[config.mk]
export PLATFORM = sky130hd
export DESIGN_NAME = imem_loader
export DESIGN_NICKNAME = d
export VERILOG_FILES = /design/src/rtl/imem_loader.sv
export SDC_FILE = /design/constraint.sdc
export NUM_CORES = 1
export LEC_CHECK = 0
export ABC_AREA = 1
export CORE_MARGIN = 2
export CORE_UTILIZATION = 54
export CTS_CLUSTER_SIZE = 28
export DETAILED_ROUTE_END_ITERATION = 16
export GPL_TIMING_DRIVEN = 0
export PLACE_DENSITY = 0.82
export SYNTH_ARGS = -nofsm -noshare
export SYNTH_HDL_FRONTEND = slang
export SYNTH_SLANG_ARGS = --single-unit
export TNS_END_PERCENT = 30
[constraint.sdc]
create_clock -name clk -period 2.3 [get_ports clk]
set_clock_uncertainty 0.15 [all_clocks]
set_input_delay 0.46 -clock clk [delete_from_list [all_inputs] [get_ports clk]]
set_output_delay 0.46 -clock clk [all_outputs]
set_load 0.01 [all_outputs]
[src/rtl/imem_loader.sv]
// Boot-time instruction memory loader: receives a 16-bit word count and then
// little-endian 32-bit words over a byte handshake, and issues one write per word.
module imem_loader #(
  parameter int addr_ins_width = 32,
  parameter int memory_width   = 32,
  parameter int memory_height  = 512,
  parameter int load_base      = 0
) (
  input  logic                      clk,
  input  logic                      rst,
  input  logic                      start,
  input  logic                      byte_valid,
  input  logic [7:0]                byte_data,
  output logic                      byte_ready,
  output logic                      wr_en,
  output logic [addr_ins_width-1:0] wr_addr,
  output logic [memory_width-1:0]   wr_data,
  output logic                      cpu_hold,
  output logic                      done,
  output logic                      err
);

  typedef enum logic [2:0] {
    ST_IDLE   = 3'd0,
    ST_HDR_LO = 3'd1,
    ST_HDR_HI = 3'd2,
    ST_DATA   = 3'd3,
    ST_WRITE  = 3'd4,
    ST_DONE   = 3'd5,
    ST_ERR    = 3'd6
  } state_t;

  localparam logic [31:0]               max_cnt_c   = 32'(memory_height - load_base);
  localparam logic [addr_ins_width-1:0] base_addr_c = addr_ins_width'(load_base);
  localparam logic [addr_ins_width-1:0] addr_one_c  = {{(addr_ins_width-1){1'b0}}, 1'b1};

  state_t      state_r;
  state_t      state_s;
  logic [7:0]  cnt_lo_r;
  logic [15:0] remain_r;
  logic [1:0]  byte_idx_r;
  logic        xfer_s;
  logic [15:0] cnt_full_s;

  assign xfer_s     = byte_valid & byte_ready;
  assign cnt_full_s = {byte_data, cnt_lo_r};

  // Byte acceptance decoded straight from the current state.
  always_comb begin
    byte_ready = 1'b0;
    case (state_r)
      ST_HDR_LO, ST_HDR_HI, ST_DATA: byte_ready = 1'b1;
      default:                       byte_ready = 1'b0;
    endcase
  end

  // Next-state logic; start is only honoured in the idle/terminal states.
  always_comb begin
    state_s = state_r;
    case (state_r)
      ST_IDLE: begin
        if (start) state_s = ST_HDR_LO;
        else       state_s = state_r;
      end
      ST_HDR_LO: begin
        if (xfer_s) state_s = ST_HDR_HI;
        else        state_s = state_r;
      end
      ST_HDR_HI: begin
        if (!xfer_s)                                state_s = state_r;
        else if (cnt_full_s == 16'd0)               state_s = ST_DONE;
        else if ({16'd0, cnt_full_s} > max_cnt_c)   state_s = ST_ERR;
        else                                        state_s = ST_DATA;
      end
      ST_DATA: begin
        if (xfer_s && (byte_idx_r == 2'd3)) state_s = ST_WRITE;
        else                                state_s = state_r;
      end
      ST_WRITE: begin
        if (remain_r == 16'd1) state_s = ST_DONE;
        else                   state_s = ST_DATA;
      end
      ST_DONE, ST_ERR: begin
        if (start) state_s = ST_HDR_LO;
        else       state_s = state_r;
      end
      default: state_s = ST_IDLE;
    endcase
  end

  // State register.
  always_ff @(posedge clk) begin
    if (rst) state_r <= ST_IDLE;
    else     state_r <= state_s;
  end

  // Status outputs registered from the next state so they line up with it.
  always_ff @(posedge clk) begin
    if (rst) begin
      wr_en    <= 1'b0;
      done     <= 1'b0;
      err      <= 1'b0;
      cpu_hold <= 1'b1;
    end else begin
      wr_en    <= (state_s == ST_WRITE);
      done     <= (state_s == ST_DONE);
      err      <= (state_s == ST_ERR);
      cpu_hold <= (state_s != ST_DONE);
    end
  end

  // Header capture, word assembly and write address/remaining-count tracking.
  always_ff @(posedge clk) begin
    if (rst) begin
      cnt_lo_r   <= 8'd0;
      remain_r   <= 16'd0;
      byte_idx_r <= 2'd0;
      wr_addr    <= base_addr_c;
      wr_data    <= {memory_width{1'b0}};
    end else begin
      case (state_r)
        ST_HDR_LO: begin
          if (xfer_s) cnt_lo_r <= byte_data;
        end
        ST_HDR_HI: begin
          if (xfer_s) begin
            remain_r   <= cnt_full_s;
            wr_addr    <= base_addr_c;
            byte_idx_r <= 2'd0;
          end
        end
        ST_DATA: begin
          if (xfer_s) begin
            wr_data[{byte_idx_r, 3'b000} +: 8] <= byte_data;
            byte_idx_r                         <= byte_idx_r + 2'd1;
          end
        end
        ST_WRITE: begin
          wr_addr  <= wr_addr + addr_one_c;
          remain_r <= remain_r - 16'd1;
        end
        default: begin
          remain_r <= remain_r;
        end
      endcase
    end
  end

endmodule

==> impl_metrics.ini <==
[floorplanning]
die_area_um2 = 10100
die_y_um = 101
die_x_um = 101
ios = 81
initial_core_util_pct = 55.0
rows = 35
coreArea_um2 = 9150

[yosys]
synthFlopType = dfxtp_1
ys_types = 35
yosys.area.top_type = dfxtp_1
synthArstFlopShare_pct = 0
synth_edf_count = 0
syn_area_per_cell_um2 = 6.58
syn-num-nets = 785
yosysMostFrequentCell = nand2_1
synth_seq_cells = 97
synth_area_um2 = 5040
yosys_warnings = 0
synth_common_cells = 183 x nand2_1, 110 x nor2_1, 97 x dfxtp_1
synth.area.top_cells = dfxtp_1 39%, nand2_1 14%, nor2_1 8.2%
syn_inst = 765
synth_top_area_share_pct = 38.6
ys_seq_area_share_pct = 38.6

[timing]
worst_pin_slew_ns = 0.687
rsz0062_at_grt = false
finalSetupViolations = 0
fmax_mhz = 450
hold_slack_ns = 0.318
hold_viol = 0
slew_headroom_pct = 54.2
period_minus_slack_ns = 2.22
finalCritPeriodShare_pct = 96.6
final_max_slew_viol_count = 0

[cells_and_area]
register_area_um2 = 1940
multi_input_area_um2 = 2670
area_growth_pct = 22.9
drive_gt1_share_pct = 6.85
layoutNonFillerInstCount = 972
fin_nets = 876
antenna_cells = 0
fin_util_pct = 67.6
fillers = 823
fin_area_um2 = 6190

[power_and_ir_drop]
irDropWorstVdd_v = 0.000339
p_leak_nw = 2.37
powerDensity_nw_per_um2 = 565

[hold_path]
min_path_type = flip-flop to flip-flop

[drt]
drc = 0
vias = 5477
antenna_left = 0
first_pass_iters = 6
wl_per_cell_um = 15.7
wirelength_um = 15200
dr.first_iter.drc_count = 328
avgViaCountPerCell = 5.63

[clock_network]
path_clk_slew_ns = 0.11
cts_made_buffers = 9
cts_tree = done
worstSkewPairLatency_ns = 0.38
post_cts_buffers = 0
cts_root_buffer = clkbuf_8
cts.sinks = 97
cts_buffer_depth = 2
htreeDepth = 3

[placed_design]
place.gp.congestion = 0.949
post-place-cells = 956
numPortBuffers = 80
dp_hpwl_um = 11400
place_area_um2 = 5980

[outcome]
outcome = finished, final reports clean

[global_routing]
grt_start_max_net_pins = 19
grt-ovfl-total = 0
grt_pass1_wl_um = 24600
grt_pass1_vias = 5063
antenna_found_initial = 0
grtUsageTotal_pct = 30.7

[worst_setup_path]
critPathKind = flip-flop to output port
crit_path_end_kind = output port
worstPathRequired_ns = 1.69
critPathArrivalTime_ns = 1.61
path_max_fanout = 6
startpoint_type = flip-flop

[flow_run]
drv_cap = 0
==> stage by stage <==
step / setup TNS [ns] / power, W / setup slack (ns)
finish: 0 / 0.00350 / 0.0774
global route: 0 / 0.00364 / 0.00633
CTS: 0 / 0.00349 / 0.0608
detailed placement: -1.69 / 0.00231 / -0.132
global placement: -0.371 / 0.00230 / -0.0394
floorplan: 0 / 0.00215 / 0.314
==> sequential cells by signal, indices dropped and copies added (netlist names) <==
| signal | flops |
|---|---|
| wr_addr | 32 |
| wr_data | 32 |
| remain_r | 16 |
| cnt_lo_r | 8 |
| state_r | 3 |
| byte_idx_r | 2 |
| cpu_hold | 1 |
| done | 1 |
| err | 1 |
| wr_en | 1 |
==> per-layer routing <==
layer / part of all wire (%) / global-route usage, % / routed length [um]
met1: 42 / 41.7 / 6430
met2: 46 / 48.9 / 6940
met3: 9.4 / 5.06 / 1430
met4: 2.8 / 12.3 / 426
met5: 0 / 0 / 0
==> cells by family (layout without fill, tap and decap cells) <==
family | Yosys count | count (layout) | synth area share (%)
buf+inv | 106 | 202 | 8.50
fa+ha+maj | 8 | 8 | 1.99
flops | 97 | 97 | 38.6
xor+xnor | 5 | 5 | 0.870
simple gates | 400 | 400 | 34.2
compound gates | 149 | 149 | 15.9
==> worst paths after layout <==
kind / start / slack (ns) / end / cells after the start
max: state_r[1] / 0.08 / byte_ready / 3
min: wr_data[28] / 0.32 / wr_data[28] / 2
max reg2reg: byte_idx_r[0] / 0.24 / wr_data[24] / 7
min reg2reg: wr_data[28] / 0.32 / wr_data[28] / 2
==> cell usage in the layout (no fill, tap or decap), types with 3 or more instances in the layout <==
cell type / instances
nand4_1: 13
nor2_1: 109
nor2_4: 3
dfxtp_1: 96
a211oi_1: 4
buf_2: 8
nand2_1: 183
nand2_2: 6
clkdlybuf4s50_1: 80
nor3_1: 12
inv_2: 8
o211a_1: 3
o21ai_0: 49
buf_4: 3
ha_1: 8
xor2_1: 5
a21oi_1: 76
a31oi_1: 7
nand3_1: 61
o22ai_1: 4
inv_1: 71
nor2_2: 5
clkbuf_8: 9
clkbuf_1: 13
==> final cells by class <==
cell class                 count  share of cell area (%)
timing repair buffer          80                    12.9
clock inverter                 7                    1.37
clock buffer                   9                    2.00
inverter                      81                    4.97
multi-input combinational    562                    43.1
tap                          111                    2.24
buffer                        25                    1.98
sequential                    97                    31.4
==> critical path: stages, from the launching register on <==
cell             delay (ns)
dfxtp_1                0.48
nor2_2                 0.10
nor2_1                 0.10
clkdlybuf4s50_1        0.55
==> timing repair <==
action	in CTS	in global routing
hold buffers	0	0
endpoints found under the setup margin	9	3
resized for setup	2	2
==> power breakdown <==
| part | switching [W] | internal [W] | total [W] | leakage (nW) |
|---|---|---|---|---|
| combinational | 0.000358 | 0.000177 | 0.000535 | 1.49 |
| clock | 0.000682 | 0.000524 | 0.00121 | 0.0999 |
| sequential | 0.0000398 | 0.00172 | 0.00176 | 0.783 |
(Power assumes the default switching activity.)
